`src/rtl/id_ex_stage_if.sv`:
```
// ID/EX stage bus: decode slot, forwarding sources and the latched EX slot.
// The master side (decode / pipeline control) drives the decode and
// forwarding signals; the slave side (the ID/EX stage) drives the EX outputs.
interface id_ex_stage_if #(
    parameter int DATA_WIDTH     = 32,
    parameter int REG_ADDR_WIDTH = 5,
    parameter int ALUOP_WIDTH    = 4
);
    // decode slot
    logic                      id_valid;
    logic                      flush;
    logic [DATA_WIDTH-1:0]     read_data_1;
    logic [DATA_WIDTH-1:0]     read_data_2;
    logic [REG_ADDR_WIDTH-1:0] read_register_1;
    logic [REG_ADDR_WIDTH-1:0] read_register_2;
    logic [REG_ADDR_WIDTH-1:0] id_rd;
    logic [DATA_WIDTH-1:0]     id_imm;
    logic                      id_RegWrite;
    logic                      id_MemRead;
    logic                      id_MemWrite;
    logic                      id_MemtoReg;
    logic                      id_ALUSrc;
    logic                      id_RegDst;
    logic [ALUOP_WIDTH-1:0]    id_ALUOp;
    // forwarding sources from later stages
    logic                      ex_mem_RegWrite;
    logic [REG_ADDR_WIDTH-1:0] ex_mem_write_register;
    logic [DATA_WIDTH-1:0]     ex_mem_alu_result;
    logic                      mem_wb_RegWrite;
    logic [REG_ADDR_WIDTH-1:0] mem_wb_write_register;
    logic [DATA_WIDTH-1:0]     mem_wb_write_data;
    // EX slot
    logic                      hazard_stall;
    logic                      ex_valid;
    logic [DATA_WIDTH-1:0]     ex_operand_a;
    logic [DATA_WIDTH-1:0]     ex_operand_b;
    logic [DATA_WIDTH-1:0]     ex_store_data;
    logic [REG_ADDR_WIDTH-1:0] ex_write_register;
    logic                      ex_RegWrite;
    logic                      ex_MemRead;
    logic                      ex_MemWrite;
    logic                      ex_MemtoReg;
    logic [ALUOP_WIDTH-1:0]    ex_ALUOp;

    modport master (
        output id_valid, flush, read_data_1, read_data_2, read_register_1,
               read_register_2, id_rd, id_imm, id_RegWrite, id_MemRead,
               id_MemWrite, id_MemtoReg, id_ALUSrc, id_RegDst, id_ALUOp,
               ex_mem_RegWrite, ex_mem_write_register, ex_mem_alu_result,
               mem_wb_RegWrite, mem_wb_write_register, mem_wb_write_data,
        input  hazard_stall, ex_valid, ex_operand_a, ex_operand_b, ex_store_data,
               ex_write_register, ex_RegWrite, ex_MemRead, ex_MemWrite,
               ex_MemtoReg, ex_ALUOp
    );

    modport slave (
        input  id_valid, flush, read_data_1, read_data_2, read_register_1,
               read_register_2, id_rd, id_imm, id_RegWrite, id_MemRead,
               id_MemWrite, id_MemtoReg, id_ALUSrc, id_RegDst, id_ALUOp,
               ex_mem_RegWrite, ex_mem_write_register, ex_mem_alu_result,
               mem_wb_RegWrite, mem_wb_write_register, mem_wb_write_data,
        output hazard_stall, ex_valid, ex_operand_a, ex_operand_b, ex_store_data,
               ex_write_register, ex_RegWrite, ex_MemRead, ex_MemWrite,
               ex_MemtoReg, ex_ALUOp
    );
endinterface

```
`src/rtl/id_ex_stage.sv`:
```
// ID/EX pipeline register with write-through bypass at latch time,
// EX/MEM and MEM/WB operand forwarding, and load-use bubble insertion.
// Operand index 0 is rs (port 1), index 1 is rt (port 2).
module id_ex_stage #(
    parameter int DATA_WIDTH     = 32,
    parameter int REG_ADDR_WIDTH = 5,
    parameter int ALUOP_WIDTH    = 4
) (
    input  logic          clk,
    input  logic          reset,
    id_ex_stage_if.slave  bus
);
    localparam int DW = DATA_WIDTH;
    localparam int AW = REG_ADDR_WIDTH;
    localparam int OW = ALUOP_WIDTH;

    // latched EX slot
    logic          valid_reg,    valid_next;
    logic [AW-1:0] src_num_reg  [2];
    logic [AW-1:0] src_num_next [2];
    logic [DW-1:0] src_data_reg [2];
    logic [DW-1:0] src_data_next[2];
    logic [DW-1:0] imm_reg,      imm_next;
    logic [AW-1:0] dest_reg,     dest_next;
    logic          regwrite_reg, regwrite_next;
    logic          memread_reg,  memread_next;
    logic          memwrite_reg, memwrite_next;
    logic          memtoreg_reg, memtoreg_next;
    logic          alusrc_reg,   alusrc_next;
    logic [OW-1:0] aluop_reg,    aluop_next;

    // per-operand views of the decode slot and the forwarded result
    logic [AW-1:0] id_src_num  [2];
    logic [DW-1:0] id_src_data [2];
    logic [DW-1:0] bypass_data [2];
    logic [DW-1:0] fwd_data    [2];

    logic hazard_stall;
    logic load_bubble;

    assign id_src_num[0]  = bus.read_register_1;
    assign id_src_num[1]  = bus.read_register_2;
    assign id_src_data[0] = bus.read_data_1;
    assign id_src_data[1] = bus.read_data_2;

    // Load-use hazard: the load in EX cannot supply its data until MEM/WB.
    // The rt compare is made even when rt is not a real source operand.
    assign hazard_stall = valid_reg & memread_reg & (dest_reg != '0) & bus.id_valid &
                          ((dest_reg == bus.read_register_1) |
                           (dest_reg == bus.read_register_2));

    assign load_bubble = bus.flush | hazard_stall;

    genvar gi;
    generate
        for (gi = 0; gi < 2; gi++) begin : g_operand
            // The register file writes on the same edge we sample, so take
            // the write-back value directly when it targets this source.
            assign bypass_data[gi] =
                (bus.mem_wb_RegWrite && (bus.mem_wb_write_register != '0) &&
                 (bus.mem_wb_write_register == id_src_num[gi]))
                ? bus.mem_wb_write_data : id_src_data[gi];

            // EX forwarding: the younger EX/MEM result wins over MEM/WB.
            assign fwd_data[gi] =
                (bus.ex_mem_RegWrite && (bus.ex_mem_write_register != '0) &&
                 (bus.ex_mem_write_register == src_num_reg[gi]))
                ? bus.ex_mem_alu_result :
                (bus.mem_wb_RegWrite && (bus.mem_wb_write_register != '0) &&
                 (bus.mem_wb_write_register == src_num_reg[gi]))
                ? bus.mem_wb_write_data : src_data_reg[gi];

            // Next source number/data: zero on a bubble, else the decode slot.
            always_comb begin
                src_num_next[gi]  = '0;
                src_data_next[gi] = '0;
                if (!load_bubble) begin
                    src_num_next[gi]  = id_src_num[gi];
                    src_data_next[gi] = bypass_data[gi];
                end
            end

            // Latch the source register number and its (bypassed) value.
            always_ff @(posedge clk or posedge reset) begin
                if (reset) begin
                    src_num_reg[gi]  <= '0;
                    src_data_reg[gi] <= '0;
                end else begin
                    src_num_reg[gi]  <= src_num_next[gi];
                    src_data_reg[gi] <= src_data_next[gi];
                end
            end
        end
    endgenerate

    // Next control/immediate/destination: a bubble zeroes everything.
    always_comb begin
        valid_next    = 1'b0;
        imm_next      = '0;
        dest_next     = '0;
        regwrite_next = 1'b0;
        memread_next  = 1'b0;
        memwrite_next = 1'b0;
        memtoreg_next = 1'b0;
        alusrc_next   = 1'b0;
        aluop_next    = '0;
        if (!load_bubble) begin
            valid_next    = bus.id_valid;
            imm_next      = bus.id_imm;
            dest_next     = bus.id_RegDst ? bus.id_rd : bus.read_register_2;
            regwrite_next = bus.id_RegWrite;
            memread_next  = bus.id_MemRead;
            memwrite_next = bus.id_MemWrite;
            memtoreg_next = bus.id_MemtoReg;
            alusrc_next   = bus.id_ALUSrc;
            aluop_next    = bus.id_ALUOp;
        end
    end

    // Latch the control and immediate fields of the EX slot.
    always_ff @(posedge clk or posedge reset) begin
        if (reset) begin
            valid_reg    <= 1'b0;
            imm_reg      <= '0;
            dest_reg     <= '0;
            regwrite_reg <= 1'b0;
            memread_reg  <= 1'b0;
            memwrite_reg <= 1'b0;
            memtoreg_reg <= 1'b0;
            alusrc_reg   <= 1'b0;
            aluop_reg    <= '0;
        end else begin
            valid_reg    <= valid_next;
            imm_reg      <= imm_next;
            dest_reg     <= dest_next;
            regwrite_reg <= regwrite_next;
            memread_reg  <= memread_next;
            memwrite_reg <= memwrite_next;
            memtoreg_reg <= memtoreg_next;
            alusrc_reg   <= alusrc_next;
            aluop_reg    <= aluop_next;
        end
    end

    assign bus.hazard_stall      = hazard_stall;
    assign bus.ex_valid          = valid_reg;
    assign bus.ex_operand_a      = fwd_data[0];
    assign bus.ex_operand_b      = alusrc_reg ? imm_reg : fwd_data[1];
    assign bus.ex_store_data     = fwd_data[1];
    assign bus.ex_write_register = dest_reg;
    assign bus.ex_RegWrite       = regwrite_reg;
    assign bus.ex_MemRead        = memread_reg;
    assign bus.ex_MemWrite       = memwrite_reg;
    assign bus.ex_MemtoReg       = memtoreg_reg;
    assign bus.ex_ALUOp          = aluop_reg;
endmodule

```
`src/flat_wrapper.sv`:
```
// flat-port wrapper written by rule: the top's interface ports become plain ports
module id_ex_stage_flat 
#(
    parameter int DATA_WIDTH     = 32,
    parameter int REG_ADDR_WIDTH = 5,
    parameter int ALUOP_WIDTH    = 4
)
  (clk, reset, bus_id_valid, bus_flush, bus_read_data_1, bus_read_data_2, bus_read_register_1, bus_read_register_2, bus_id_rd, bus_id_imm, bus_id_RegWrite, bus_id_MemRead, bus_id_MemWrite, bus_id_MemtoReg, bus_id_ALUSrc, bus_id_RegDst, bus_id_ALUOp, bus_ex_mem_RegWrite, bus_ex_mem_write_register, bus_ex_mem_alu_result, bus_mem_wb_RegWrite, bus_mem_wb_write_register, bus_mem_wb_write_data, bus_hazard_stall, bus_ex_valid, bus_ex_operand_a, bus_ex_operand_b, bus_ex_store_data, bus_ex_write_register, bus_ex_RegWrite, bus_ex_MemRead, bus_ex_MemWrite, bus_ex_MemtoReg, bus_ex_ALUOp);
  id_ex_stage_if #(.DATA_WIDTH(DATA_WIDTH), .REG_ADDR_WIDTH(REG_ADDR_WIDTH), .ALUOP_WIDTH(ALUOP_WIDTH)) bus_i ();
  input  logic clk;
  input  logic reset;
  input wire logic [$bits(bus_i.id_valid)-1:0] bus_id_valid;
  input wire logic [$bits(bus_i.flush)-1:0] bus_flush;
  input wire logic [$bits(bus_i.read_data_1)-1:0] bus_read_data_1;
  input wire logic [$bits(bus_i.read_data_2)-1:0] bus_read_data_2;
  input wire logic [$bits(bus_i.read_register_1)-1:0] bus_read_register_1;
  input wire logic [$bits(bus_i.read_register_2)-1:0] bus_read_register_2;
  input wire logic [$bits(bus_i.id_rd)-1:0] bus_id_rd;
  input wire logic [$bits(bus_i.id_imm)-1:0] bus_id_imm;
  input wire logic [$bits(bus_i.id_RegWrite)-1:0] bus_id_RegWrite;
  input wire logic [$bits(bus_i.id_MemRead)-1:0] bus_id_MemRead;
  input wire logic [$bits(bus_i.id_MemWrite)-1:0] bus_id_MemWrite;
  input wire logic [$bits(bus_i.id_MemtoReg)-1:0] bus_id_MemtoReg;
  input wire logic [$bits(bus_i.id_ALUSrc)-1:0] bus_id_ALUSrc;
  input wire logic [$bits(bus_i.id_RegDst)-1:0] bus_id_RegDst;
  input wire logic [$bits(bus_i.id_ALUOp)-1:0] bus_id_ALUOp;
  input wire logic [$bits(bus_i.ex_mem_RegWrite)-1:0] bus_ex_mem_RegWrite;
  input wire logic [$bits(bus_i.ex_mem_write_register)-1:0] bus_ex_mem_write_register;
  input wire logic [$bits(bus_i.ex_mem_alu_result)-1:0] bus_ex_mem_alu_result;
  input wire logic [$bits(bus_i.mem_wb_RegWrite)-1:0] bus_mem_wb_RegWrite;
  input wire logic [$bits(bus_i.mem_wb_write_register)-1:0] bus_mem_wb_write_register;
  input wire logic [$bits(bus_i.mem_wb_write_data)-1:0] bus_mem_wb_write_data;
  output wire logic [$bits(bus_i.hazard_stall)-1:0] bus_hazard_stall;
  output wire logic [$bits(bus_i.ex_valid)-1:0] bus_ex_valid;
  output wire logic [$bits(bus_i.ex_operand_a)-1:0] bus_ex_operand_a;
  output wire logic [$bits(bus_i.ex_operand_b)-1:0] bus_ex_operand_b;
  output wire logic [$bits(bus_i.ex_store_data)-1:0] bus_ex_store_data;
  output wire logic [$bits(bus_i.ex_write_register)-1:0] bus_ex_write_register;
  output wire logic [$bits(bus_i.ex_RegWrite)-1:0] bus_ex_RegWrite;
  output wire logic [$bits(bus_i.ex_MemRead)-1:0] bus_ex_MemRead;
  output wire logic [$bits(bus_i.ex_MemWrite)-1:0] bus_ex_MemWrite;
  output wire logic [$bits(bus_i.ex_MemtoReg)-1:0] bus_ex_MemtoReg;
  output wire logic [$bits(bus_i.ex_ALUOp)-1:0] bus_ex_ALUOp;
  assign bus_i.id_valid = bus_id_valid;
  assign bus_i.flush = bus_flush;
  assign bus_i.read_data_1 = bus_read_data_1;
  assign bus_i.read_data_2 = bus_read_data_2;
  assign bus_i.read_register_1 = bus_read_register_1;
  assign bus_i.read_register_2 = bus_read_register_2;
  assign bus_i.id_rd = bus_id_rd;
  assign bus_i.id_imm = bus_id_imm;
  assign bus_i.id_RegWrite = bus_id_RegWrite;
  assign bus_i.id_MemRead = bus_id_MemRead;
  assign bus_i.id_MemWrite = bus_id_MemWrite;
  assign bus_i.id_MemtoReg = bus_id_MemtoReg;
  assign bus_i.id_ALUSrc = bus_id_ALUSrc;
  assign bus_i.id_RegDst = bus_id_RegDst;
  assign bus_i.id_ALUOp = bus_id_ALUOp;
  assign bus_i.ex_mem_RegWrite = bus_ex_mem_RegWrite;
  assign bus_i.ex_mem_write_register = bus_ex_mem_write_register;
  assign bus_i.ex_mem_alu_result = bus_ex_mem_alu_result;
  assign bus_i.mem_wb_RegWrite = bus_mem_wb_RegWrite;
  assign bus_i.mem_wb_write_register = bus_mem_wb_write_register;
  assign bus_i.mem_wb_write_data = bus_mem_wb_write_data;
  assign bus_hazard_stall = bus_i.hazard_stall;
  assign bus_ex_valid = bus_i.ex_valid;
  assign bus_ex_operand_a = bus_i.ex_operand_a;
  assign bus_ex_operand_b = bus_i.ex_operand_b;
  assign bus_ex_store_data = bus_i.ex_store_data;
  assign bus_ex_write_register = bus_i.ex_write_register;
  assign bus_ex_RegWrite = bus_i.ex_RegWrite;
  assign bus_ex_MemRead = bus_i.ex_MemRead;
  assign bus_ex_MemWrite = bus_i.ex_MemWrite;
  assign bus_ex_MemtoReg = bus_i.ex_MemtoReg;
  assign bus_ex_ALUOp = bus_i.ex_ALUOp;
  id_ex_stage #(.DATA_WIDTH(DATA_WIDTH), .REG_ADDR_WIDTH(REG_ADDR_WIDTH), .ALUOP_WIDTH(ALUOP_WIDTH)) u_core (.clk(clk), .reset(reset), .bus(bus_i));
endmodule
```
`config.mk`:
```
export PLATFORM = sky130hd
export DESIGN_NAME = id_ex_stage_flat
export DESIGN_NICKNAME = d
export VERILOG_FILES = /design/src/rtl/id_ex_stage_if.sv /design/src/rtl/id_ex_stage.sv /design/src/flat_wrapper.sv
export SDC_FILE = /design/constraint.sdc
export NUM_CORES = 1
export LEC_CHECK = 0
export CORE_MARGIN = 2
export CORE_UTILIZATION = 44
export DETAILED_ROUTE_END_ITERATION = 10
export GPL_TIMING_DRIVEN = 0
export PLACE_DENSITY = 0.81
export SYNTH_ARGS = -nofsm -noshare
export SYNTH_HDL_FRONTEND = slang
export SYNTH_SLANG_ARGS = --single-unit
```
`constraint.sdc`:
```
create_clock -name clk -period 5.4 [get_ports clk]
set_clock_uncertainty 0.2 [all_clocks]
set_input_delay 0.54 -clock clk [delete_from_list [all_inputs] [get_ports clk]]
set_output_delay 0.54 -clock clk [all_outputs]
set_load 0.005 [all_outputs]
```
==> impl_table.tex <==
\begin{tabular}{lr}
\hline
Metric & Value \\
\hline
\multicolumn{2}{l}{\textbf{Final layout}} \\
Post-layout instance area & approximately 0.012 sq mm \\
Largest register FFs & 64 \\
Area overhead of the layout relative to synthesis & 51.7\% \\
Fillers & 1369 \\
\# diodes & 0 \\
Share of cells above drive strength 1 & 10.8\% \\
Nets & 1357 \\
\multicolumn{2}{l}{\textbf{Status}} \\
Run status & finished clean \\
\multicolumn{2}{l}{\textbf{Synthesis}} \\
Async SR Flop Fraction & 100\% \\
Cell types with the highest counts after synthesis & 162 x sky130\_fd\_sc\_hd\_\_nor2\_1, 121 x sky130\_fd\_sc\_hd\_\_dfrtp\_1, 101 x sky130\_fd\_sc\_hd\_\_mux2i\_1 \\
Most area-consuming cells after synthesis & sky130\_fd\_sc\_hd\_\_dfrtp\_1 39\%, sky130\_fd\_sc\_hd\_\_mux2i\_1 13\%, sky130\_fd\_sc\_hd\_\_nor2\_1 7.9\% \\
Cell with the most instances after synthesis & sky130\_fd\_sc\_hd\_\_nor2\_1 \\
Post-synth net total & 1032 \\
Sequential element share of the synthesized area & 39.2\% \\
Synth area leader & sky130\_fd\_sc\_hd\_\_dfrtp\_1 \\
Gate Count Post-Synth & a little over 800 \\
Combined area of all synthesized cells & roughly 0.0077 sq mm \\
Syn\_area\_per\_cell & a little over 9 sq um \\
Warning count from the yosys run & 0 \\
Count of flip-flops with a built-in enable after synthesis & 0 \\
Flip-flop cell with the highest count after synthesis & sky130\_fd\_sc\_hd\_\_dfrtp\_1 \\
Area share of the leading cell type in the synthesized netlist & 39.2\% \\
Post-synthesis cell type count & 35 \\
Yosys reg bits & 121 \\
\multicolumn{2}{l}{\textbf{Placed design}} \\
Weighted congestion reported at the end of routability-driven placement & roughly 0.85 \\
Hpwl dp & 20.5 mm \\
Total cell area at the placement stage & 0.0111 sq mm \\
Input/output buffers & 305 \\
\multicolumn{2}{l}{\textbf{CTS}} \\
Clock tree from TritonCTS & yes \\
Hold\_buf cts & 0 \\
Clock latency of the later-clocked register in the worst-skew pair & $\sim$0.42 ns \\
Buffer count from post-CTS setup fixing & 0 \\
Master cell of the clock root buffer & sky130\_fd\_sc\_hd\_\_clkbuf\_16 \\
CTS Sinks & about 120 \\
Clock transition at the registers of the reported paths & 0.06 ns \\
Cts repair resizes & 0 \\
Num CTS Buffers & 17 \\
Number of H-tree branching levels & 4 \\
Largest buffer count on any clock path & 2 \\
\multicolumn{2}{l}{\textbf{Timing}} \\
Highest achievable clock rate & 0.224 GHz \\
Slew at the pin with the worst max-slew slack & approximately 0.83 ns \\
Max\_slew headroom & about 45\% \\
Setup TNS & 0 ns \\
Fin crit share & 82.8\% \\
RSZ-0062 raised after global routing & no \\
Hold Worst Slack & 0.265 ns \\
Final hold violation count & 0 \\
Final setup vio count & 0 \\
Pins Over Slew Limit & 0 \\
Tmin final & around 4.5 ns \\
\multicolumn{2}{l}{\textbf{Global route}} \\
Vias in the first global route & 7918 \\
Aggregate global-route resource usage & 30.4\% \\
Aggregate global routing overflow & 0 \\
Pin count of the biggest net entering global routing & 94 \\
Global-route wire length before repair & 43.0 mm \\
Number of antenna violations at the first check in global routing & 1 \\
\multicolumn{2}{l}{\textbf{Run}} \\
Number of maximum-capacitance violations & 0 \\
\multicolumn{2}{l}{\textbf{Drt}} \\
Routed metal-1 wirelength & 11.3 mm \\
Routed vias/inst & 5.45 \\
Via Count & 7593 \\
Number of DRC violations after detailed routing & 0 \\
Number of optimization iterations in the first detailed-route pass & 5 \\
Top layer in use & met5 \\
Detailed Route WL & 28.3 mm \\
Iteration-0 DRC Markers & 593 \\
Wire length on met3 & 2.15 mm \\
Routed length per placed instance & 20.3 um \\
Met2 wire length & 14.2 mm \\
Remaining antenna violation count & 0 \\
\multicolumn{2}{l}{\textbf{Floorplanning}} \\
Floorplan die height & between 100 and 150 um \\
Total I/O pin count & 312 \\
Row Count & 48 \\
Die span in x & roughly 140 um \\
Starting utilization of the core area & 44.8\% \\
Core area & approximately 0.017 sq mm \\
Die area & approximately 0.019 sq mm \\
\multicolumn{2}{l}{\textbf{Worst setup path}} \\
Path type of the worst setup path & in -> out \\
Critical path peak fanout & 10 \\
Required time at the worst-slack endpoint & around 4.7 ns \\
Worst setup SP type & input pin \\
Endpoint class of the critical path & output port \\
Data arrival at the endpoint of the critical path & 3.73 ns \\
\multicolumn{2}{l}{\textbf{Pwr}} \\
Power density relative to cell area & $\sim$250 mW/mm\^{}2 \\
Leakage dissipation & about 4.7 nW \\
Max IR drop VDD & 0.210 mV \\
\multicolumn{2}{l}{\textbf{Min path}} \\
Hold crit path type & in -> async \\
\hline
\end{tabular}
## power by group
part	switching [mW]	internal (mW)	total [mW]
Clock	0.436	0.797	1.23
Combinational	0.319	0.359	0.678
Sequential	0.0254	0.956	0.982
## metrics by stage
stage                     power (mW)  std cells  worst slack, ns  util [%]
after floorplan                 1.28        831             1.45         -
after global placement          1.65       1361           -0.511      64.2
after detailed placement        1.67       1362            0.958      64.4
after CTS                       2.90       1394            0.931      68.0
after global routing            3.00       1394            0.839      68.0
final                           2.89       1394            0.929      68.0
## final cells by class
class | count | area, sq um | area share, %
Clock buffer | 21 | 460 | 3.93
Inverter | 53 | 204 | 1.74
Multi-Input combinational cell | 579 | 4130 | 35.2
Timing Repair Buffer | 306 | 3080 | 26.3
Tap cell | 225 | 282 | 2.40
Buffer | 78 | 375 | 3.20
Sequential cell | 121 | 3030 | 25.8
Clock inverter | 11 | 170 | 1.45
## per-layer routing
layer,vias up,global-route usage [%]
met5,-,0
met3,47,6.93
met4,2,10.1
met1,3669,37.1
met2,360,53.0
li1,3515,-
## cells in the final DEF (no fill, tap or decap), drive strengths merged, types with 2 or more instances in the layout
| master | synthesis | routed |
|---|---|---|
| a211oi | 2 | 2 |
| a21oi | 32 | 32 |
| a31oi | 30 | 30 |
| buf | 32 | 33 |
| bufinv | 0 | 4 |
| clkbuf | 46 | 67 |
| clkdlybuf4s50 | 0 | 305 |
| clkinv | 0 | 4 |
| clkinvlp | 0 | 3 |
| dfrtp | 121 | 121 |
| inv | 53 | 53 |
| mux2 | 30 | 30 |
| mux2i | 101 | 101 |
| nand2 | 32 | 32 |
| nand3 | 33 | 33 |
| nand4 | 2 | 2 |
| nor2 | 163 | 163 |
| nor3 | 33 | 33 |
| nor4 | 32 | 32 |
| nor4b | 2 | 2 |
| o21ai | 2 | 2 |
| o31ai | 32 | 32 |
| or2 | 3 | 3 |
| or4 | 4 | 4 |
| xnor2 | 18 | 18 |
| xor2 | 22 | 22 |
## cell families (layout without fill, tap and decap cells)
logic type | after synthesis | in the layout | share of synthesized area [%]
buffers and inverters | 131 | 469 | 7.43
flip-flops | 121 | 121 | 39.2
AO/OA/AOI/OAI | 102 | 102 | 13.4
AND/OR/NAND/NOR | 306 | 306 | 18.0
XOR/XNOR | 40 | 40 | 4.53
multiplexers | 131 | 131 | 17.4
## final timing paths
check,startpoint,depth (start not counted),endpoint,slack (ns)
hold reg to reg,u_core.bus.ex_valid,4,u_core.src_data_reg[24],1.00
setup reg to reg,u_core.bus.ex_write_register[1],7,u_core.src_data_reg[32],2.14
max in group asynchronous,reset,3,u_core.src_data_reg[12],3.95
setup / recovery,bus_ex_mem_write_register[3],9,bus_ex_operand_a[28],0.93
hold / removal,reset,2,u_core.bus.ex_MemtoReg,0.26
min in group clk,bus_id_RegDst,3,u_core.bus.ex_write_register[1],0.37
## critical path, stage by stage
cell and delay (ns):
sky130_fd_sc_hd__clkdlybuf4s50_1 0.50, sky130_fd_sc_hd__or4_1 0.58, sky130_fd_sc_hd__o21ai_1 0.13, sky130_fd_sc_hd__or4_1 0.11, sky130_fd_sc_hd__clkbuf_1 0.41, sky130_fd_sc_hd__clkbuf_1 0.55
sky130_fd_sc_hd__nor2_1 0.08, sky130_fd_sc_hd__a21oi_1 0.25, sky130_fd_sc_hd__clkdlybuf4s50_1 0.56
No activity file was read; power rests on OpenSTA's default activity.
==> variant 1, RTL diff (same flow settings) <==
Make the reset (`reset`) synchronous in 2 clocked blocks.
--- a/src/rtl/id_ex_stage.sv
+++ b/src/rtl/id_ex_stage.sv
@@ -83,3 +83,3 @@
             // Latch the source register number and its (bypassed) value.
-            always_ff @(posedge clk or posedge reset) begin
+            always_ff @(posedge clk) begin
                 if (reset) begin
@@ -120,3 +120,3 @@
     // Latch the control and immediate fields of the EX slot.
-    always_ff @(posedge clk or posedge reset) begin
+    always_ff @(posedge clk) begin
         if (reset) begin
Function: differs if reset is asserted again (counterexample within 4 cycles, from zero or initial values and one cycle with reset high); with reset held inactive, the same outputs for 10 cycles.
==> variant 1 against the unedited design <==
  * Sequential cell count unchanged
  * Die area fell by 15%
  * Routed wire length fell by 15%
  * Largest power group unchanged
  * Final area is 11% lower
  * Setup slack gained 0.15 ns
  * Largest cell class unchanged
  * Total power decreased by 11%
  * Area after synthesis down 16%
  * Sequential power decreased by 3.9%
  * Sequential share of layout area fell by 2.5 points
==> variant 1: results (changes against the unedited design) <==
metric;value;unit;change
run status;finished clean;;
post-DP HPWL;18000;um;-12%
largest net degree at the start of global routing;17;;-82%
maximum VDD drop;0.230;mV;+9.9%
Crit Reg-Reg Endpoint;u_core.src_data_reg[0][22]$_SDFF_PP0_;;
synth cell count leaders;121 x dfxtp_1, 105 x nor2_1, 69 x mux2i_1;;
post-route cell area;0.0104;mm^2;-11%
nets@finish;1290;;-4.9%
Worst R2R Setup Slack;2.24;ns;+0.10 ns
crit path DAT;3.58;ns;-0.15 ns
LEAKAGE;3.82;nW;-18%
main area contributors after synthesis;dfxtp_1 37%, mux2i_1 11%, nor2_1 6.0%;;
Hold Violations, Final;0;;unchanged
Synthesized Nets;966;;-6.4%
worst-path maximum fanout;10;;unchanged
min-delay src;bus_id_RegDst;;
RR Startpoint;u_core.bus.ex_write_register[3]$_SDFF_PP0_;;
global-route wire length before repair;36500;um;-15%
Async SR Flop Fraction;0;;-1.00
Min-Delay Path Class;in2reg;;
layout cells sized above 1;0.109;;+0.00111
drt first-iter violations;341;;-42%
slew margin rel.;0.375;;-0.0738
Main synth FF type;dfxtp_1;;
CTS Buf Count;17;;unchanged
routed via count;6801;;-10%
global placement routability congestion;0.857;;+1.4%
drt pass-1 iters;4;;-1
Largest register FFs;64;;unchanged
syn_area_per_cell;8.54;um^2;-8.2%
vias in the first global route;6741;;-15%
post-DR wirelength/cell;18.7;um;-7.6%
gr usage total;0.296;;-0.00859
CP top delay family;buffers and inverters;;
via/cell ratio;5.29;;-2.9%
placed insts;1254;;-7.9%
dpl cell area;0.00981;mm^2;-12%
count of cell types in the netlist;34;;-2.9%
Critical path origin;bus_ex_mem_write_register[0];;
Hold Worst Slack;0.376;ns;+0.111 ns
## variant 1: cell type report
class / instances / area (um^2)
multi-input cells: 548 / 3670
inverters: 32 / 120
well taps: 184 / 230
clock buffers: 19 / 453
repair buffers: 305 / 3050
clock inverters: 13 / 120
fillers: 1159 / 4150
plain buffers: 64 / 319
flip-flops and latches: 121 / 2420
## variant 1: power breakdown
part           switching, mW  internal (mW)
logic                  0.212          0.305
clock network          0.446          0.659
registers             0.0135          0.931
## variant 1: worst register-to-register path, stage by stage (launching register included)
cell and delay (ns):
dfxtp_1 0.43, xor2_1 0.11, nor3_1 0.26, a22oi_1 0.20
o21ai_1 0.62, clkbuf_1 0.54, clkbuf_1 0.54, nor2_1 0.12
## variant 1: routing by layer
| metal | wire length [um] | GRT usage | up-vias |
|---|---|---|---|
| li1 | - | - | 3246 |
| met1 | 9830 | 0.347 | 3213 |
| met2 | 11900 | 0.526 | 308 |
| met3 | 1800 | 0.0854 | 34 |
| met4 | 539 | 0.0860 | 0 |
| met5 | 0 | 0 | - |
## variant 1: metrics by stage
stage	worst slack, ns	utilization
floorplan	2.47	-
global placement	1.18	0.675
detailed placement	1.16	0.675
CTS	1.12	0.715
global route	0.976	0.715
finish	1.08	0.715
## variant 1: kinds of logic after synthesis
kind of cell,Yosys count,synth area share
xor+xnor,40,0.0536
buf+inv,96,0.0672
mux,101,0.161
simple gates,302,0.220
flops,121,0.371
compound gates,105,0.127
## variant 1: how the worst max path moves through the flow
stage	slack [ns]	endpoint
after CTS	1.12	bus_ex_operand_b[30]
after global routing	0.98	bus_ex_operand_b[30]
after detailed placement	1.16	bus_ex_operand_b[30]
after floorplan	2.47	bus_ex_operand_b[23]
final	1.08	bus_ex_operand_b[30]
after global placement	1.18	bus_ex_operand_b[30]
==> variant 2, RTL diff (same settings) <==
Without the edit above. `DATA_WIDTH` is set to 32 in 3 places; all go to 36.
--- a/src/rtl/id_ex_stage_if.sv
+++ b/src/rtl/id_ex_stage_if.sv
@@ -4,3 +4,3 @@
 interface id_ex_stage_if #(
-    parameter int DATA_WIDTH     = 32,
+    parameter int DATA_WIDTH     = 36,
     parameter int REG_ADDR_WIDTH = 5,
--- a/src/rtl/id_ex_stage.sv
+++ b/src/rtl/id_ex_stage.sv
@@ -4,3 +4,3 @@
 module id_ex_stage #(
-    parameter int DATA_WIDTH     = 32,
+    parameter int DATA_WIDTH     = 36,
     parameter int REG_ADDR_WIDTH = 5,
--- a/src/flat_wrapper.sv
+++ b/src/flat_wrapper.sv
@@ -3,3 +3,3 @@
 #(
-    parameter int DATA_WIDTH     = 32,
+    parameter int DATA_WIDTH     = 36,
     parameter int REG_ADDR_WIDTH = 5,
Interface: changed (8 resized); port bits go from 312 to 344. No check against the original RTL was run, so the function may have changed too.
==> variant 2 against the unedited design <==
  * Final area grew 6.3%
  * Sequential cell count increased by 12
  * Total power grew 4.0%
  * Largest cell class unchanged
  * Highest routed layer is now met4
  * Routed wire length up 11%
  * Area after synthesis is 5.8% higher
  * First-iteration DRC count down 6.2%
  * Cell count increased by 4.4%
  * Setup slack got worse by 0.024 ns
  * Die area increased by 5.6%
  * Sequential power increased by 9%
==> variant 2: results (changes against the unedited design) <==
metric;value;unit;change
run status;finished clean;;
synthesized cell area;0.00818;mm^2;+5.8%
routed via count;8168;;+7.6%
xor and xnor area share after synthesis;0.0438;;-0.00156
buffers added on ports;336;;+10%
Int Pwr;2.20;mW;+4.3%
vias in the first global route;8364;;+5.6%
sequential fraction of the synthesis area;0.407;;+0.0153
measured slew at the worst slew-check pin;0.785;ns;-0.0416 ns
FF/Latch Area;0.00333;mm^2;+9.9%
DP Worst Slack;0.936;ns;-0.0214 ns
Hold Worst Slack;0.295;ns;+0.0305 ns
cells after synthesis;857;;+3.1%
Reg power frac;0.357;;+0.018
Sink Count;133;;+9.9%
crit path DAT;3.76;ns;+0.03 ns
layout cells sized above 1;0.112;;+0.00396
post-synthesis compound-gate area fraction;0.108;;-0.0254
NonClk Buf Share;0.307;;+0.0119
Layout clock area frac;0.0485;;-0.00529
multi-input combinational area share;0.354;;+0.00228
maximum VDD drop;0.214;mV;+1.9%
global-route wire length before repair;47600;um;+11%
Crit Reg-Reg Endpoint;u_core.src_data_reg[48]$_DFF_PP0_;;
LEAKAGE;4.79;nW;+2.8%
Post-Route WL;31300;um;+11%
post-DR wirelength/cell;21.5;um;+6.1%
global placement routability congestion;0.848;;+0.27%
Synthesized Nets;1078;;+4.5%
count of cell types in the netlist;38;;+8.6%
worst r2r path cells;7;;unchanged
Largest register FFs;72;;+13%
non-clock inverter count;1;;-98%
largest net degree at the start of global routing;95;;+1.1%
multi-input gate count;638;;+10%
Worst R2R Setup Slack;2.33;ns;+0.19 ns
drt pass-1 iters;6;;+1
# fillers;1431;;+4.5%
FMAX;0.222;GHz;-0.53%
count of plain and timing-repair buffers;422;;+9.9%
drt first-iter violations;556;;-6.2%
initial antenna violation count;0;;-1
mux cell area share after synthesis;0.182;;+0.00788
clock transition at the registers of the reported paths;0.06;ns;about the same
Net Sw Power;0.805;mW;+3.2%
clock share of power;0.405;;-0.021
dpl cell area;0.0119;mm^2;+6.9%
nets@finish;1434;;+5.7%
clock buffers;24;;+14%
gr usage total;0.315;;+0.0102
synth cell count leaders;133 x dfrtp_1, 126 x nor2_1, 113 x mux2i_1;;
Remaining DRCs;0;;unchanged
main area contributors after synthesis;dfrtp_1 41%, mux2i_1 14%, nor2_1 5.8%;;
P&R area growth vs syn;52.4;%;
post-DP HPWL;22900;um;+12%
## variant 2: cell types whose count changed after synthesis, moves of 26 or more
cell,delta
and2_1,+56
inv_1,-52
nor2_1,-36
o31ai_4,-28
o31ai_2,+26
## variant 2: worst max-delay path by stage
stage                                            start                           end  cells past startpoint
final                     bus_ex_mem_write_register[3]          bus_ex_operand_a[33]                      9
after global routing      bus_ex_mem_write_register[3]          bus_ex_operand_a[31]                      9
after CTS                 bus_ex_mem_write_register[3]          bus_ex_operand_a[33]                      9
after detailed placement  bus_ex_mem_write_register[3]          bus_ex_operand_a[33]                      9
after global placement                           reset  u_core.imm_reg[17]$_DFF_PP0_                      2
after floorplan                                  reset   u_core.alusrc_reg$_DFF_PP0_                      1
## variant 2: metal layers
| layer | part of all wire | track usage | wire [um] |
|---|---|---|---|
| met1 | 0.40 | 0.393 | 12500 |
| met2 | 0.50 | 0.544 | 15700 |
| met3 | 0.079 | 0.0708 | 2470 |
| met4 | 0.021 | 0.0968 | 661 |
| met5 | 0 | 0 | 0 |
